`config.mk`:
```
export PLATFORM = sky130hd
export DESIGN_NAME = pc_sequencer
export DESIGN_NICKNAME = d
export VERILOG_FILES = /design/src/rtl/mips_pkg.sv /design/src/rtl/next_addr_calc.sv /design/src/rtl/pc_sequencer.sv
export SDC_FILE = /design/constraint.sdc
export NUM_CORES = 1
export LEC_CHECK = 0
export CAP_MARGIN = 20
export CORE_MARGIN = 4
export CORE_UTILIZATION = 64
export CTS_CLUSTER_DIAMETER = 30
export DETAILED_ROUTE_END_ITERATION = 7
export DONT_BUFFER_PORTS = 1
export MAX_ROUTING_LAYER = met4
export PLACE_DENSITY = 0.84
export SETUP_SLACK_MARGIN = 0.02
export SLEW_MARGIN = 15
export SYNTH_ARGS = -nofsm -noshare
export SYNTH_HDL_FRONTEND = slang
export SYNTH_SLANG_ARGS = --single-unit
export TNS_END_PERCENT = 5
```
`constraint.sdc`:
```
create_clock -name clk -period 4.2 [get_ports clk]
set_input_delay 0.84 -clock clk [delete_from_list [all_inputs] [get_ports clk]]
set_output_delay 0.84 -clock clk [all_outputs]
set_load 0.01 [all_outputs]
```
`src/rtl/mips_pkg.sv`:
```
// Shared MIPS core types and constants.
// Sequencer state encoding, reset vector and J-format field layout.
package mips_pkg;

  typedef enum logic [1:0] {
    FETCH,
    ISSUE,
    EXEC,
    HALT
  } seq_state_t;

  // Word address 0xC00 is byte address 0x0000_3000.
  localparam logic [31:2] RESET_VECTOR_DEFAULT = 30'h0000_0C00;

  localparam int J_IDX_LSB = 0;
  localparam int J_IDX_MSB = 25;
  localparam int J_IDX_W   = J_IDX_MSB - J_IDX_LSB + 1;

endpackage

```
`src/rtl/next_addr_calc.sv`:
```
// Next word address: jump, then taken branch, then sequential.
// Purely combinational; all arithmetic wraps mod 2^30.
module next_addr_calc
  import mips_pkg::*;
(
  input  logic [31:2]        pc,
  input  logic [J_IDX_W-1:0] j_idx,
  input  logic               jump,
  input  logic               branch,
  input  logic               zero,
  input  logic [31:2]        extend_imme,
  output logic [31:2]        next_pc
);

  logic [31:2] seq_pc;

  assign seq_pc = pc + 30'd1;

  // jump and taken branch may both be set, so this is a priority chain
  always_comb begin
    next_pc = seq_pc;
    if (jump)
      next_pc = {pc[31:28], j_idx};
    else if (branch && zero)
      next_pc = seq_pc + extend_imme;
  end

endmodule

```
`src/rtl/pc_sequencer.sv`:
```
// Multi-cycle fetch/issue/execute sequencer owning the word PC.
// Handshake outputs decode from registered state only.
module pc_sequencer
  import mips_pkg::*;
#(
  parameter logic [31:2] RESET_VECTOR = RESET_VECTOR_DEFAULT
) (
  input  logic        clk,
  input  logic        rst_n,
  output logic        imem_req,
  output logic [31:2] imem_addr,
  input  logic        imem_ack,
  input  logic [31:0] imem_rdata,
  output logic        inst_valid,
  output logic [31:0] inst,
  output logic [31:2] inst_pc,
  input  logic        inst_ready,
  input  logic        exec_done,
  input  logic        jump,
  input  logic        branch,
  input  logic        zero,
  input  logic [31:2] extend_imme,
  input  logic        halt,
  output logic        halted,
  output logic [31:0] instret
);

  seq_state_t  state;
  logic [31:2] pc;
  logic [31:2] next_pc;
  // Low while reset is held so imem_req drops with the reset edge
  logic        live;

  next_addr_calc u_next (
    .pc          (pc),
    .j_idx       (inst[J_IDX_MSB:J_IDX_LSB]),
    .jump        (jump),
    .branch      (branch),
    .zero        (zero),
    .extend_imme (extend_imme),
    .next_pc     (next_pc)
  );

  assign imem_addr  = pc;
  assign imem_req   = live && (state == FETCH);
  assign inst_valid = (state == ISSUE);
  assign halted     = (state == HALT);

  always_ff @(posedge clk or negedge rst_n) begin
    if (!rst_n) begin
      state   <= FETCH;
      pc      <= RESET_VECTOR;
      inst    <= '0;
      inst_pc <= '0;
      instret <= '0;
      live    <= 1'b0;
    end else begin
      live <= 1'b1;
      unique case (state)
        FETCH: begin
          if (live && imem_ack) begin
            inst    <= imem_rdata;
            inst_pc <= pc;
            state   <= ISSUE;
          end
        end
        ISSUE: begin
          if (inst_ready)
            state <= EXEC;
        end
        EXEC: begin
          if (exec_done) begin
            pc      <= next_pc;
            instret <= instret + 32'd1;
            state   <= halt ? HALT : FETCH;
          end
        end
        HALT: begin
          state <= HALT;
        end
      endcase
    end
  end

endmodule

```
# Word level (Yosys, flattened, before mapping)
# Index checks and enable logic that the tools add are counted.
[word_totals] word_cells=32 mem_bits_ro=0 ramBits=0 ff_bits=127 n_memories=0 latch_bits=0
[classes] multipliers=0 n_eq_ne=6 shifts=0 n_bitwise=1 n_lt_le_gt_ge=0 add_sub_neg=3 div_mod_pow=0 reduce_logical=8 muxes=7
[ops] op="$add A32 B1 Y32 const B" n=1
[ops] op="$add A30 B1 Y30 const B" n=1
[ops] op="$add A30 B30 Y30" n=1
[ops] op="$mux W30" n=1
[ops] op="$mux W26" n=1
[ops] op="$mux W2" n=4
[ops] op="$pmux W2 S4" n=1
[ops] op="$reduce_and A3 Y1" n=2
[ops] op="$eq A2 B2 Y1 const B" n=2
[ops] op="$ne A2 B1 Y1 const B" n=2
[ops] op="$reduce_and A2 Y1" n=2
[ops] op="$logic_and A1 B1 Y1" n=3
[ops] op="$eq A2 B1 Y1 const B" n=1
[ops] op="$logic_not A2 Y1" n=1
[ops] op="$ne A2 B2 Y1 const B" n=1
[ops] op="$not A1 Y1" n=1

# Longest topological paths before layout
[depth] word_depth=4 ltp_mapped=17 depth_no_buf=16

# By module
# A second synthesis with hierarchy kept.
[hier_totals] hier_cells=806 hier_area_um2=7818.7
[by_module_without_submodules] mod="pc_sequencer" area_each_um2=5102.4 instances=1 cells_per_inst=412
[by_module_without_submodules] mod="next_addr_calc" area_each_um2=2716.4 instances=1 cells_per_inst=394

# Least setup slack after synthesis
# Ideal clock, no wire load.
[synth_path] path_type="reg2reg" start="register pc (netlist bit imem_addr[13])" end="register pc (netlist bit imem_addr[31])" setup_time_ns=0.079 required_time_ns=4.121 t_arrival_ns=3.501 setup_slack_ns=0.619 n_path_buf=0 stages_incl_launch_ff=16 synth_period_minus_slack_ns=3.581 path_cell_list="dfstp_2 > and3_1 > nand3_1 > or3_1 > nor2_1 > xor2_1 > ha_1 > a21oi_1 > o21ai_0 > a31oi_1 > a41oi_2 > a31oi_1 > nor2_1 > a211oi_1 > mux2i_1 > xor2_1"
[synth_between] elab_chain_cells=3
[synth_lines] item="start, declared" line_no="pc_sequencer.sv:29" text="logic [31:2] pc;"
[synth_lines] item="start signal, assigned" line_no="pc_sequencer.sv:73" text="pc <= next_pc;"
[synth_lines] item="$add A30 B1 Y30 *" line_no="next_addr_calc.sv:17" text="assign seq_pc = pc + 30'd1;"
[synth_lines] item="$add A30 B30 Y30" line_no="next_addr_calc.sv:25" text="next_pc = seq_pc + extend_imme;"
[synth_lines] item="$mux W30 *" line_no="next_addr_calc.sv:24" text="else if (branch && zero)"
# Every way passes the cells marked *; elsewhere a longest branch is shown, timed or not.
# A chain may end at the register's enable or synchronous reset.

# Worst setup path in the final report
[layout_path] start="register pc (netlist bit imem_addr[12])" end="register pc (netlist bit imem_addr[23])"
[layout_between] elab_chain_cells=4
[layout_lines] item="$add A30 B1 Y30 *" line_no="next_addr_calc.sv:17"
[layout_lines] item="$add A30 B30 Y30" line_no="next_addr_calc.sv:25"
[layout_lines] item="$mux W30 *" line_no="next_addr_calc.sv:24"
[layout_lines] item="$mux W26 *" line_no="next_addr_calc.sv:22" text="if (jump)"
# Marked as above.

==> run summary <==
cells on worst reg2reg path = 15
clock sink total = 127
Leakage = 3.86 nW
largest fanout on the critical path = 6
Synth Instances = 755
drt drc = 0
Clock transition at path regs = 0.05 ns
Nets = 867
yosys warns = 0
P&R area growth vs syn = 10.7%
# hold bufs at CTS = 0
vias in the first global route = 6,102
ratio of cells with drive above 1 in the final layout = 0.180
chip width = 117 um
Worst VDD drop = 0.537 mV
Post-synth EDFFs = 0
total die area = 0.0136 mm2
initial antenna violation count = 0
DRT Pass-1 Iters = 6
Initial DRC Count = 404
post-DR wirelength/cell = 21.7 um
Post-Syn Area per Cell = 10.0 um2
first-pass GRT wire length = 30,600 um
via count = 5,907
Clock Path Buffers = 2
status = finished clean
die height = 117 um
register area share after synthesis = 0.421
P per Cell Area = 702 mW/mm2
Non-Filler Instances = 915
Post-Syn Area = 0.00756 mm2
worst r2r src = imem_addr[12]$_DFFE_PN1P_
final core occ = 0.730
Async SR Flop Fraction = 1.00
cts bufs inserted = 17
fmax = 254 MHz
MaxCap Viol Count = 0
# rows = 39
Slew @ Worst Pin = 0.837 ns
Unique masters post-synth = 69
Post-Route Skew = 0.00937 ns
Crit Path Category = reg -> reg
slew margin rel. = 0.441
dpl cells = 882
largest net degree at the start of global routing = 128
Core ar. = 0.0115 mm2
CTS H-tree lvls = 4
# IOs = 198
Mapped Nets = 862
final worst-path cycle share = 0.936
hpwl dp = 14,400 um
crit start category = register
setup TNS = 0 ns
ANT nets after route = 0
routability cong. = 0.959
fin. max-slew vios = 0
worst skew pair latency = 0.42 ns
Seq cells post-synth = 127
RSZ-0062 raised after global routing = yes
worst hold slack = 0.115 ns
Global Route Usage Sum = 0.300
final setup vio count = 0
Ant. Diodes = 0
clock root buffer = clkbuf_16
port bufs = 0
WP data required = 4.47 ns
Main synth FF type = dfrtp_1
worst hold path class = in -> async
Remaining Overflow, GRT = 0
Final Hold Vio Count = 0
final WL = 19,900 um
fin crit period = 3.93 ns
Avg Vias per Cell = 6.46
Initial Utilization = 0.659
CP Data Arrival Time = 4.20 ns
Worst Setup End Kind = register
TritonCTS clock tree = done
start point of the critical path = imem_addr[12]$_DFFE_PN1P_
state kept, by name, summed over array words and instances, names as in the netlist:
name / count
inst: 32
live: 1
instret: 32
state: 2
imem_addr: 30
inst_pc: 30
timing repair:
action	CTS	global route
buffers inserted	0	1
gates resized for setup	0	7
setup endpoints to repair	0	4
critical path, stage by stage, from the launching register on:
cell and delay [ns]:
dfstp_2 0.61, and3_1 0.19, nand3_1 0.19, or3_4 0.46, nor2_1 0.12, xor2_1 0.10
ha_1 0.41, nand3_1 0.08, or2_0 0.22, a211o_1 0.30, a41oi_4 0.28, a21oi_1 0.14
xor2_1 0.16, nor2_1 0.05, a211oi_1 0.34, o31ai_1 0.13
cells by family (layout without fill, tap and decap cells):
group / count (synthesis) / count (layout) / synth area share
buffers and inverters: 48 / 65 / 0.0247
AND/OR/NAND/NOR: 240 / 240 / 0.155
adder cells (fa/ha/maj): 36 / 36 / 0.0606
XOR/XNOR: 81 / 81 / 0.0939
multiplexers: 67 / 67 / 0.0997
AO/OA/AOI/OAI: 155 / 155 / 0.144
other: 1 / 1 / 0.000496
flip-flops: 127 / 127 / 0.421
layout make-up:
class	count	area, um2
Multi-Input combinational cell	580	4240
Sequential cell	127	3180
Fill cell	793	3100
Clock buffer	21	450
Tap cell	143	179
Timing Repair Buffer	21	158
Clock inverter	10	114
Inverter	13	48.8
cell usage in the layout (no fill, tap or decap), types with 17 or more instances in the layout:
cell       instances
ha_1              34
nand3_1           28
mux2_2            62
xnor2_1           42
xor2_1            39
nor2_1            58
a21oi_1           42
a21o_1            21
dfrtp_1          125
buf_4             21
clkbuf_16         17
nand2_1           73
Yosys cell counts, types with 4 or more instances:
| library cell | n | share of area |
|---|---|---|
| nand2b_1 | 5 | 0.0041 |
| a221oi_1 | 4 | 0.0046 |
| inv_1 | 12 | 0.0060 |
| and3_1 | 15 | 0.012 |
| nor2_1 | 58 | 0.029 |
| and4_1 | 6 | 0.0070 |
| nor3_1 | 9 | 0.0060 |
| o21bai_1 | 4 | 0.0040 |
| o211ai_1 | 6 | 0.0060 |
| nand4_1 | 15 | 0.012 |
| a21oi_1 | 42 | 0.028 |
| a21o_1 | 21 | 0.021 |
| ha_1 | 35 | 0.058 |
| a211oi_1 | 10 | 0.0099 |
| o22ai_1 | 5 | 0.0041 |
| mux2i_1 | 4 | 0.0053 |
| buf_2 | 5 | 0.0033 |
| nand3_1 | 29 | 0.019 |
| clkbuf_1 | 29 | 0.014 |
| xor2_1 | 39 | 0.045 |
| dfrtp_1 | 125 | 0.41 |
| xnor2_1 | 42 | 0.049 |
| nand2_1 | 73 | 0.036 |
| mux2_2 | 62 | 0.092 |
| or3_1 | 6 | 0.0050 |
| o21ai_0 | 14 | 0.0093 |
| a31oi_1 | 8 | 0.0066 |
| o21ai_1 | 13 | 0.0086 |
| and2_1 | 6 | 0.0050 |
layer usage:
layer	vias up	wire length [um]	GRT usage
met5	-	0	-
met4	0	447	0.106
met3	39	1590	0.0907
met2	233	9900	0.492
met1	2925	7930	0.351
li1	2710	-	-
power breakdown:
group,leakage (nW),internal (mW),switching (mW)
logic,1.95,1.04,1.24
clock network,0.265,0.882,0.522
registers,1.64,1.60,0.588
total,3.86,3.52,2.35
metrics by stage:
step,power [mW],cell area (um2),worst slack (ns)
floorplan,3.81,7560,0.619
global placement,4.34,7740,0.321
detailed placement,4.41,7740,0.191
CTS,5.86,8310,0.166
global route,6.24,8370,0.00719
finish,5.87,8370,0.270
worst paths after layout:
path	to	slack, ns
worst max-delay path	imem_addr[23]$_DFFE_PN0P_	0.27
worst min-delay path	inst[20]$_DFFE_PN0P_	0.11
worst max register to register	imem_addr[23]$_DFFE_PN0P_	0.27
worst min register to register	instret[31]$_DFFE_PN0P_	0.54
max in group asynchronous	imem_addr[12]$_DFFE_PN1P_	3.82
min in group clk	instret[31]$_DFFE_PN0P_	0.54
No activity file was read; power rests on OpenSTA's default activity.
